$ cat src/rtl/z80_bus_target_pkg.sv
// rtl/z80_bus_target_pkg.sv - shared state encoding and constants for the Z80 bus target
package z80_bus_target_pkg;

    typedef enum logic [1:0] {
        ST_IDLE   = 2'd0,
        ST_ACCESS = 2'd1,
        ST_DONE   = 2'd2
    } state_t;

    localparam int         DEFAULT_TIMEOUT = 255;
    localparam logic [7:0] OPEN_BUS        = 8'hFF;

    // I/O cycles only carry a meaningful port number on a[7:0]
    function automatic logic [15:0] effective_mask(input logic io_space, input logic [15:0] mask);
        return io_space ? {8'h00, mask[7:0]} : mask;
    endfunction

endpackage

$ cat src/rtl/z80_addr_decode.sv
// rtl/z80_addr_decode.sv - address window decode and IM2 acknowledge detect for Z80 bus slaves
module z80_addr_decode
    import z80_bus_target_pkg::*;
#(
    parameter bit          IO_SPACE  = 1'b0,
    parameter logic [15:0] BASE_ADDR = 16'h0000,
    parameter logic [15:0] ADDR_MASK = 16'hF000
) (
    input  logic [15:0] a,
    input  logic        mreq_n,
    input  logic        iorq_n,
    input  logic        rd_n,
    input  logic        wr_n,
    input  logic        m1_n,
    output logic        hit,
    output logic        intack
);

    localparam logic [15:0] MASK = effective_mask(IO_SPACE, ADDR_MASK);

    logic space;
    logic strobe;
    logic match;

    // A hit needs the right address space, a data strobe and an in-window address;
    // an interrupt acknowledge (m1 with iorq) is excluded from I/O space
    always_comb begin
        space  = IO_SPACE ? (~iorq_n & m1_n) : ~mreq_n;
        strobe = ~rd_n | ~wr_n;
        match  = ((a & MASK) == (BASE_ADDR & MASK));
        hit    = space & strobe & match;
        intack = ~m1_n & ~iorq_n;
    end

endmodule

$ cat src/rtl/z80_bus_target.sv
// rtl/z80_bus_target.sv - Z80 bus responder converting window hits into req/ack transactions
module z80_bus_target
    import z80_bus_target_pkg::*;
#(
    parameter bit          IO_SPACE  = 1'b0,
    parameter logic [15:0] BASE_ADDR = 16'h0000,
    parameter logic [15:0] ADDR_MASK = 16'hF000,
    parameter int          TIMEOUT   = DEFAULT_TIMEOUT
) (
    input  logic        clk,
    input  logic        reset,
    input  logic [15:0] a,
    input  logic [7:0]  d_in,
    output logic [7:0]  d_out,
    output logic        d_oe,
    input  logic        mreq_n,
    input  logic        iorq_n,
    input  logic        rd_n,
    input  logic        wr_n,
    input  logic        m1_n,
    output logic        wait_n,
    output logic        int_n,
    output logic        req,
    output logic        req_we,
    output logic [15:0] req_addr,
    output logic [7:0]  req_wdata,
    input  logic        ack,
    input  logic [7:0]  rdata,
    input  logic        int_req,
    input  logic [7:0]  int_vector,
    output logic        int_ack,
    output logic        timeout_err
);

    localparam logic [7:0] CNT_LAST = 8'(TIMEOUT - 1);

    logic hit;
    logic intack;

    state_t      state_q, state_d;
    logic        req_q, req_d;
    logic        req_we_q, req_we_d;
    logic [15:0] req_addr_q, req_addr_d;
    logic [7:0]  req_wdata_q, req_wdata_d;
    logic [7:0]  d_out_q, d_out_d;
    logic        int_n_q, int_n_d;
    logic        int_ack_q, int_ack_d;
    logic        timeout_err_q, timeout_err_d;
    logic [7:0]  cnt_q, cnt_d;
    logic        intack_prev_q, intack_prev_d;
    logic        aborted_q, aborted_d;

    z80_addr_decode #(
        .IO_SPACE  (IO_SPACE),
        .BASE_ADDR (BASE_ADDR),
        .ADDR_MASK (ADDR_MASK)
    ) u_decode (
        .a      (a),
        .mreq_n (mreq_n),
        .iorq_n (iorq_n),
        .rd_n   (rd_n),
        .wr_n   (wr_n),
        .m1_n   (m1_n),
        .hit    (hit),
        .intack (intack)
    );

    // Next-state logic: IDLE preloads the vector, ACCESS waits for ack or timeout,
    // DONE releases wait until the CPU drops its strobe
    always_comb begin
        state_d       = state_q;
        req_d         = req_q;
        req_we_d      = req_we_q;
        req_addr_d    = req_addr_q;
        req_wdata_d   = req_wdata_q;
        d_out_d       = d_out_q;
        cnt_d         = cnt_q;
        aborted_d     = aborted_q;
        timeout_err_d = 1'b0;
        int_n_d       = ~int_req;
        intack_prev_d = intack;
        int_ack_d     = intack & ~intack_prev_q;

        case (state_q)
            ST_IDLE: begin
                d_out_d   = int_vector;
                aborted_d = 1'b0;
                if (hit) begin
                    req_d       = 1'b1;
                    req_we_d    = ~wr_n;
                    req_addr_d  = a;
                    req_wdata_d = d_in;
                    cnt_d       = 8'd0;
                    state_d     = ST_ACCESS;
                end
            end
            ST_ACCESS: begin
                // once the CPU walks away, finish the internal side and skip DONE
                if (!hit) aborted_d = 1'b1;
                if (ack) begin
                    req_d = 1'b0;
                    if (!req_we_q) d_out_d = rdata;
                    state_d = (aborted_q || !hit) ? ST_IDLE : ST_DONE;
                end else if (cnt_q == CNT_LAST) begin
                    req_d         = 1'b0;
                    d_out_d       = OPEN_BUS;
                    timeout_err_d = 1'b1;
                    state_d       = (aborted_q || !hit) ? ST_IDLE : ST_DONE;
                end else begin
                    cnt_d = cnt_q + 8'd1;
                end
            end
            ST_DONE: begin
                if (!hit) state_d = ST_IDLE;
            end
            default: state_d = ST_IDLE;
        endcase
    end

    // State and registered outputs
    always_ff @(posedge clk) begin
        if (reset) begin
            state_q       <= ST_IDLE;
            req_q         <= 1'b0;
            req_we_q      <= 1'b0;
            req_addr_q    <= 16'h0000;
            req_wdata_q   <= 8'h00;
            d_out_q       <= 8'h00;
            int_n_q       <= 1'b1;
            int_ack_q     <= 1'b0;
            timeout_err_q <= 1'b0;
            cnt_q         <= 8'd0;
            intack_prev_q <= 1'b0;
            aborted_q     <= 1'b0;
        end else begin
            state_q       <= state_d;
            req_q         <= req_d;
            req_we_q      <= req_we_d;
            req_addr_q    <= req_addr_d;
            req_wdata_q   <= req_wdata_d;
            d_out_q       <= d_out_d;
            int_n_q       <= int_n_d;
            int_ack_q     <= int_ack_d;
            timeout_err_q <= timeout_err_d;
            cnt_q         <= cnt_d;
            intack_prev_q <= intack_prev_d;
            aborted_q     <= aborted_d;
        end
    end

    // wait_n must react within the first strobe cycle, so it stays combinational
    assign wait_n      = ~(hit & (state_q != ST_DONE));
    assign d_oe        = (hit & ~rd_n & (state_q == ST_DONE)) | intack;
    assign d_out       = d_out_q;
    assign int_n       = int_n_q;
    assign req         = req_q;
    assign req_we      = req_we_q;
    assign req_addr    = req_addr_q;
    assign req_wdata   = req_wdata_q;
    assign int_ack     = int_ack_q;
    assign timeout_err = timeout_err_q;

endmodule
$ cat config.mk
export PLATFORM = sky130hd
export DESIGN_NAME = z80_bus_target
export DESIGN_NICKNAME = d
export VERILOG_FILES = /design/src/rtl/z80_bus_target_pkg.sv /design/src/rtl/z80_addr_decode.sv /design/src/rtl/z80_bus_target.sv
export SDC_FILE = /design/constraint.sdc
export NUM_CORES = 1
export LEC_CHECK = 0
export CAP_MARGIN = 30
export CORE_AREA = 2 2 71 73
export CTS_CLUSTER_SIZE = 30
export DETAILED_ROUTE_END_ITERATION = 16
export DIE_AREA = 0 0 73 75
export PLACE_DENSITY_LB_ADDON = 0.3
export REMOVE_ABC_BUFFERS = 1
export SETUP_SLACK_MARGIN = 0.15
export SKIP_CTS_REPAIR_TIMING = 1
export SLEW_MARGIN = 25
export SYNTH_ARGS = -nofsm -noshare
export SYNTH_HDL_FRONTEND = slang
export SYNTH_SLANG_ARGS = --single-unit
$ cat constraint.sdc
create_clock -name clk -period 4.9 [get_ports clk]
set_clock_uncertainty 0.05 [all_clocks]
set_input_delay 0.49 -clock clk [delete_from_list [all_inputs] [get_ports clk]]
set_output_delay 0.49 -clock clk [all_outputs]
set_load 0.02 [all_outputs]
==> summary.md, run 1 <==
| Metric | Value |
|---|---|
| Max_cap viols | `0` |
| Critical path's largest stage delay | `640 ps` |
| Async SR Flop Fraction | `0%` |
| Critical path class | `in2out` |
| Depth of the CTS H-tree | `2` |
| Synth Cell Area | `2042 um^2` |
| DRC Markers | `0` |
| Detailed Routing Iterations Pass 1 | `4` |
| Final net count | `346` |
| Synthesized instance count | `212` |
| Post-synth EDFFs | `0` |
| CTS Buf Count | `5` |
| IO Pins | `88` |
| Unrepaired setup endpoints after global routing | `false` |
| LEAKAGE | `1.206 nW` |
| Root Buffer | `clkbuf_8` |
| Dpl cell area | `2923 um^2` |
| Via count | `1908` |
| Initial antenna violation count | `0` |
| ANT cells | `0` |
| Actual slew at the worst max-slew pin | `723.7 ps` |
| Utilization after layout | `65.15%` |
| Clock Latency Late Sink | `310 ps` |
| Crit path max fanout | `3` |
| Final worst slack | `1990 ps` |
| Cell Rows | `25` |
| Vias in the first global route | `1827` |
| Hold Worst Slack | `341.8 ps` |
| Synth top area share | `48.04%` |
| Met1 Wirelength | `2160 um` |
| FF-to-FF path depth | `5` |
| Mean post-synth cell area | `9.632 um^2` |
| Clk sink count | `49` |
| Worst relative slew slack | `51.68%` |
| WL met2 | `2259 um` |
| Share of cells above drive strength 1 | `4.746%` |
| WP data arrival | `2370 ps` |
| Setup-failing EPs final | `0` |
| Worst-case clock buffer depth | `2` |
| Commonest non-fill, non-tap cell in the layout | `clkdlybuf4s50_1` |
| Port-buffer cells | `87` |
| Core area | `4661 um^2` |
| Max Used Layer | `met4` |
| Netlist cell types | `37` |
| Seq/Total Area, Yosys | `48.04%` |
| Ys Warns | `0` |
| Max Freq | `343.7 MHz` |
| Worst VDD drop | `0.1632 mV` |
| Most frequent cells in the layout | `clkdlybuf4s50_1, dfxtp_1, nor2_1` |
| Power Total | `739.2 uW` |
| Design area | `3037 um^2` |
| First DRT Iteration DRCs | `120` |
| CP endpoint kind | `output pin` |
| Ratio of final minimum period to clock period | `59.38%` |
| Top FF cell, synth | `dfxtp_1` |
| Outcome | `finished, final reports clean` |
| Cell taking the most area after synthesis | `dfxtp_1` |
| Grt total ovfl | `0` |
| Largest net degree at the start of global routing | `56` |
| Dpl hpwl | `3429 um` |
| Cell Count, Final, Fillers Out | `349` |
| Slew Limit Fails | `0` |
| Min Clock Period, post-route | `2910 ps` |
| P per Cell Area | `243.4 nW/um^2` |
| Synth area leaders | `dfxtp_1, mux2i_1, nor2_1` |
| Final antenna-violating net count | `0` |
| Worst EP required | `4360 ps` |
| Tot GR Track Use | `19.58%` |
| Wire per inst | `14.20 um` |
| Dpl cells | `341` |
| Synthesis-stage register bit count | `49` |
| Final hold violations | `0` |
| Worst hold path stage count | `1` |
| Worst path cell trace | `clkdlybuf4s50_1 > nor3_1 > nand2b_1 > o32ai_1 > clkdlybuf4s50_1` |
| First-pass GRT wire length | `8266 um` |
| Routability congestion estimate | `0.8251` |
| Pre-CTS setup slack | `1988 ps` |
| TritonCTS clock tree | `done` |
| Area Growth Syn to Fin | `48.71%` |
| CP max stage cell | `clkdlybuf4s50_1` |
| Total negative slack | `0 ps` |
| Worst path most repeated cell | `clkdlybuf4s50_1` |
| Hold Crit Class | `reg2reg` |
| Detailed Route WL | `4957 um` |
| Die height | `75 um` |
| Die area | `5475 um^2` |
| DR WL met3 | `478 um` |
| Vias per cell | `5.467` |
| CP startpoint kind | `primary input` |
| Clock-pin transition on the worst setup and hold timing paths | `80 ps` |
| Initial Util | `43.81%` |
| DIE WIDTH | `73 um` |
## routing by layer
metal  GRT usage [%]  vias to the layer above
met4           6.173                        0
met2           31.83                       68
met5               0                        -
li1                -                      945
met3           8.701                        6
met1           23.35                      889
## final timing paths
kind,from,to,slack [ps]
worst min-delay path,intack_prev_q,int_ack,340
worst max register to register,state_q[1],cnt_q[3],2420
worst max-delay path,a[12],d_oe,1990
worst min register to register,intack_prev_q,int_ack,340
## cells in the mapped netlist, drive strengths merged, types with 2 or more instances
master,n
nor2,23
o21a,2
nor4,2
nand2,7
or4,2
o32ai,2
clkbuf,8
mux2i,20
o21ai,14
buf,5
nand2b,6
a211oi,3
dfxtp,49
a311oi,2
nand3,7
and2,4
nor3,4
nor2b,11
ha,2
o22ai,8
o41ai,8
a21oi,10
inv,2
## final cells by class
type,count,area (um^2)
clock buffers,7,86.33
multi-input cells,148,993.5
repair buffers,89,900.9
inverters,2,7.507
flip-flops and latches,49,980.9
well taps,54,67.56
fillers,377,1624
## power by group
part	internal, mW	switching (mW)	total (mW)
Sequential	0.405	0.00368	0.409
Clock	0.112	0.127	0.240
Combinational	0.0569	0.0340	0.0910
## critical path, delay by kind of cell
| family | cells | cell delay [ps] |
|---|---|---|
| buffers and inverters | 2 | 1040 |
| AND/OR/NAND/NOR | 2 | 550 |
| AO/OA/AOI/OAI | 1 | 290 |
## cell families (layout without fill, tap and decap cells)
family,Yosys count,in the layout,share of synthesized area (%)
adder cells (fa/ha/maj),2,2,1.225
AND/OR/NAND/NOR,71,71,19.06
buffers and inverters,15,98,3.309
multiplexers,20,20,9.804
flip-flops,49,49,48.04
AO/OA/AOI/OAI,55,55,18.57
## registers in the layout, indices dropped and copies added, names as in the netlist, 2 cells and up
name and cells:
cnt_q 8, req_addr 16, state_q 2, req_wdata 8
d_out 8
Power figures use the tool's default switching activity.
==> run 2: changes to the inputs <==
--- a/config.mk
+++ b/config.mk
@@ -6,10 +6,10 @@
 export NUM_CORES = 1
 export LEC_CHECK = 0
 export CAP_MARGIN = 30
-export CORE_AREA = 2 2 71 73
+export CORE_AREA = 2 2 77 79
 export CTS_CLUSTER_SIZE = 30
 export DETAILED_ROUTE_END_ITERATION = 16
-export DIE_AREA = 0 0 73 75
+export DIE_AREA = 0 0 79 81
 export PLACE_DENSITY_LB_ADDON = 0.3
 export REMOVE_ABC_BUFFERS = 1
 export SETUP_SLACK_MARGIN = 0.15
==> constraint.sdc (replaced) <==
create_clock -name clk -period 2.4 [get_ports clk]
set_clock_uncertainty 0.05 [all_clocks]
set_input_delay 0.24 -clock clk [delete_from_list [all_inputs] [get_ports clk]]
set_output_delay 0.24 -clock clk [all_outputs]
set_load 0.02 [all_outputs]
==> summary.md, run 2 (synthesized netlist as in run 1, its figures left out) <==
| Metric | Value |
|---|---|
| Area Growth Syn to Fin | `51.47%` |
| Worst flop-to-flop path startpoint | `state_q[0]` |
| Share of cells above drive strength 1 | `6.355%` |
| Worst hold path stage count | `2` |
| Setup-failing EPs final | `0` |
| Actual slew at the worst max-slew pin | `564.3 ps` |
| IO Pins | `88` |
| Clock-pin transition on the worst setup and hold timing paths | `80 ps` |
| Worst relative slew slack | `62.33%` |
| R2R Path End | `cnt_q[3]` |
| Worst-case clock buffer depth | `2` |
| DIE WIDTH | `79 um` |
| FF-to-FF path depth | `5` |
| Tot GR Track Use | `15.76%` |
| Fillers | `557` |
| Grt total ovfl | `0` |
| Critical path class | `reg2out` |
| Clk sink count | `49` |
| DRC Markers | `0` |
| Sequential share of power | `53.0%` |
| Initial Util | `35.98%` |
| First-pass GRT wire length | `7976 um` |
| Clock Latency Late Sink | `290 ps` |
| Dpl cells | `367` |
| Vias in the first global route | `1685` |
| CP startpoint kind | `register` |
| Crit path max fanout | `16` |
| Cell Count, Final, Fillers Out | `374` |
| Hold Crit Class | `in2reg` |
| Max reg flops | `16` |
| Most frequent cells in the layout | `clkdlybuf4s50_1, dfxtp_1, nor2_1` |
| Switching Power | `332.2 uW` |
| Final hold violations | `0` |
| Worst VDD drop | `0.3146 mV` |
| CP endpoint kind | `output pin` |
| Worst Hold Path EP | `req_wdata[4]` |
| ANT cells | `0` |
| P per Cell Area | `509.3 nW/um^2` |
| Routability congestion estimate | `0.7778` |
| Footprint of the multi-input gates | `993.5 um^2` |
| Final net count | `350` |
| Die height | `81 um` |
| Ratio of final minimum period to clock period | `89.20%` |
| TritonCTS clock tree | `done` |
| Worst reg2reg setup slack | `380 ps` |
| Max Freq | `467.1 MHz` |
| Port-buffer cells | `87` |
| Via count | `1865` |
| Detailed Route WL | `4979 um` |
| Detailed Routing Iterations Pass 1 | `5` |
| Commonest non-fill, non-tap cell in the layout | `clkdlybuf4s50_1` |
| Comb pwr share | `11.6%` |
| LEAKAGE | `1.241 nW` |
| Outcome | `finished, final reports clean` |
| CTS Buf Count | `5` |
| Min Clock Period, post-route | `2141 ps` |
| Vias per cell | `4.987` |
| Max_cap viols | `0` |
| Total negative slack | `0 ps` |
| Die area | `6399 um^2` |
| Worst EP required | `2110 ps` |
| Seq. cell area | `980.9 um^2` |
| Depth of the CTS H-tree | `2` |
| Switching share of total power | `21.09%` |
| Utilization after layout | `54.50%` |
| Slew Limit Fails | `0` |
| Largest net degree at the start of global routing | `43` |
| Core area | `5675 um^2` |
| WP data arrival | `1850 ps` |
| Final antenna-violating net count | `0` |
| First DRT Iteration DRCs | `77` |
| P_int | `1.243 mW` |
| Dpl hpwl | `3571 um` |
| Min-Delay Startpoint | `reset` |
| Initial antenna violation count | `0` |
| Root Buffer | `clkbuf_8` |
| Clock power share | `35.5%` |
| Unrepaired setup endpoints after global routing | `false` |
| Wire per inst | `13.31 um` |
| Cell Rows | `28` |
## run 2: how the worst max path moves through the flow
| stage | from | end | slack [ps] | depth (start not counted) |
|---|---|---|---|---|
| finish | state_q[0] | wait_n | 260 | 3 |
| global route | state_q[0] | wait_n | 180 | 3 |
| CTS | rd_n | d_oe | 30 | 5 |
| detailed placement | rd_n | d_oe | 50 | 5 |
| global placement | rd_n | d_oe | 80 | 5 |
| floorplan | state_q[1] | cnt_q[3] | 160 | 4 |
## run 2: per-stage QoR
step | area (um^2) | total power [mW] | worst slack (ps) | hold slack [ps]
after global routing | 3093 | 1.644 | 175.1 | 236.3
after CTS | 3090 | 1.601 | 32.27 | 236.0
final | 3093 | 1.575 | 259.3 | 246.0
after floorplan | 1982 | 0.9050 | 161.8 | 259.1
after global placement | 2987 | 1.036 | 76.96 | 327.7
after detailed placement | 2987 | 1.037 | 51.43 | 331.1
## run 2: routing by layer
metal	vias to the layer above	track usage [%]	routed length [um]	part of all wire, %
li1	951	-	-	-
met2	58	23.56	2241	45
met4	0	5.345	79	1.6
met3	6	5.667	350	7.0
met5	-	0	0	0
met1	850	21.13	2307	46
## run 2: critical path: stages (launching register included)
cell	delay, ps
dfxtp_1	680
nand2b_1	250
nand2_1	70
clkdlybuf4s50_1	550
## run 2: layout make-up
| cell class | instances | area share [%] |
|---|---|---|
| Clock buffer | 5 | 2.225 |
| Clock inverter | 2 | 1.133 |
| Inverter | 2 | 0.2427 |
| Multi-Input combinational cell | 148 | 32.12 |
| Sequential cell | 49 | 31.72 |
| Tap cell | 75 | 3.034 |
| Timing Repair Buffer | 93 | 29.53 |
## run 2: power groups by stage
stage               Combinational (mW)  Clock [mW]  Sequential [mW]
CTS                              0.184       0.582            0.835
global route                     0.195       0.613            0.836
global placement                 0.183           0            0.853
detailed placement               0.184           0            0.853
finish                           0.182       0.559            0.834
floorplan                       0.0355           0            0.870
==> run 3: changes to the inputs <==
--- a/config.mk
+++ b/config.mk
@@ -10,6 +10,8 @@
 export CTS_CLUSTER_SIZE = 30
 export DETAILED_ROUTE_END_ITERATION = 16
 export DIE_AREA = 0 0 79 81
+export HOLD_SLACK_MARGIN = 0.1
+export MAX_ROUTING_LAYER = met4
 export PLACE_DENSITY_LB_ADDON = 0.3
 export REMOVE_ABC_BUFFERS = 1
 export SETUP_SLACK_MARGIN = 0.15
==> summary.md, run 3 (synthesized netlist as in run 1, its figures left out) <==
| Metric | Value |
|---|---|
| Total negative slack | `0 ps` |
| Port-buffer cells | `87` |
| Utilization after layout | `54.50%` |
| Largest net degree at the start of global routing | `43` |
| Detailed Route WL | `4988 um` |
| Wire per inst | `13.34 um` |
| Min Clock Period, post-route | `2141 ps` |
| Final antenna-violating net count | `0` |
| CP max stage cell | `dfxtp_1` |
| Vias per cell | `4.989` |
| Setup-failing EPs final | `0` |
| Crit path max fanout | `16` |
| CP endpoint kind | `output pin` |
| Max Freq | `467.0 MHz` |
| Root Buffer | `clkbuf_8` |
| First-pass GRT wire length | `7976 um` |
| Worst VDD drop | `0.3142 mV` |
| P per Cell Area | `509.4 nW/um^2` |
| WP data arrival | `1850 ps` |
| Tot GR Track Use | `16.22%` |
| Detailed Routing Iterations Pass 1 | `4` |
| Grt total ovfl | `0` |
| Cell Rows | `28` |
| Hold Crit Class | `in2reg` |
| LEAKAGE | `1.241 nW` |
| Initial Util | `35.98%` |
| Worst-case clock buffer depth | `2` |
| Die height | `81 um` |
| Die area | `6399 um^2` |
| Core area | `5675 um^2` |
| DIE WIDTH | `79 um` |
| ANT cells | `0` |
| Max reg flops | `16` |
| Depth of the CTS H-tree | `2` |
| Slew Limit Fails | `0` |
| CTS Buf Count | `5` |
| Worst relative slew slack | `62.19%` |
| Worst EP required | `2110 ps` |
| Actual slew at the worst max-slew pin | `566.4 ps` |
| Most frequent cells in the layout | `clkdlybuf4s50_1, dfxtp_1, nor2_1` |
| Clk sink count | `49` |
| Routability congestion estimate | `0.7885` |
| Dpl hpwl | `3571 um` |
| Final net count | `350` |
| IO Pins | `88` |
| Ratio of final minimum period to clock period | `89.22%` |
| TritonCTS clock tree | `done` |
| Via count | `1866` |
| Outcome | `finished, final reports clean` |
| Max_cap viols | `0` |
| CP startpoint kind | `register` |
| Initial antenna violation count | `0` |
| Critical path class | `reg2out` |
| Share of cells above drive strength 1 | `6.355%` |
| Unrepaired setup endpoints after global routing | `false` |
| Clock Latency Late Sink | `290 ps` |
| Commonest non-fill, non-tap cell in the layout | `clkdlybuf4s50_1` |
| Critical path's largest stage delay | `680 ps` |
| DRC Markers | `0` |
| Clock-pin transition on the worst setup and hold timing paths | `80 ps` |
| First DRT Iteration DRCs | `90` |
| Fillers | `557` |
| Worst path cell trace | `nand2b_1 > nand2_1 > clkdlybuf4s50_1` |
| Final hold violations | `0` |
| Vias in the first global route | `1688` |
| Area Growth Syn to Fin | `51.47%` |
==> run 3: where the power goes <==
group          internal (mW)  switching, mW  total, mW  leakage [nW]
clock network          0.303          0.256      0.559        0.0540
logic                  0.113         0.0693      0.183         0.790
registers              0.827        0.00737      0.834         0.398
total                   1.24          0.332       1.58          1.24
==> run 3: metrics by stage <==
stage / total power, mW / hold slack, ps / worst slack [ps] / area (um^2) / std cells
global route: 1.644 / 236.3 / 175.1 / 3093 / 374
floorplan: 0.9050 / 259.1 / 161.8 / 1982 / 199
finish: 1.576 / 247.0 / 258.8 / 3093 / 374
global placement: 1.036 / 327.7 / 76.96 / 2987 / 367
CTS: 1.601 / 236.0 / 32.27 / 3090 / 374
detailed placement: 1.037 / 331.1 / 51.43 / 2987 / 367
==> run 3: layout make-up <==
cell class	instances	area (um^2)	area share, %
Sequential cell	49	980.9	31.72
Clock buffer	5	68.82	2.225
Clock inverter	2	35.03	1.133
Timing Repair Buffer	93	913.4	29.53
Inverter	2	7.507	0.2427
Multi-Input combinational cell	148	993.5	32.12
Tap cell	75	93.84	3.034
==> run 3: critical path, delay by kind of cell (launching register included) <==
kind | cells | cell delay, ps
flops | 1 | 680
buf+inv | 1 | 550
simple gates | 2 | 320
==> run 3: worst paths after layout <==
path	startpoint	to	slack, ps	depth (start not counted)
worst min register to register	intack_prev_q	int_ack	340	1
worst max-delay path	state_q[0]	wait_n	260	3
worst max register to register	state_q[0]	cnt_q[3]	390	5
worst min-delay path	reset	req_wdata[4]	250	2
==> run 3: metal layers <==
| metal | part of all wire (%) | track usage, % | vias up |
|---|---|---|---|
| li1 | - | - | 953 |
| met1 | 48 | 21.68 | 854 |
| met3 | 5.6 | 4.778 | 6 |
| met2 | 45 | 23.56 | 53 |
| met5 | 0 | - | - |
| met4 | 1.6 | 5.345 | 0 |
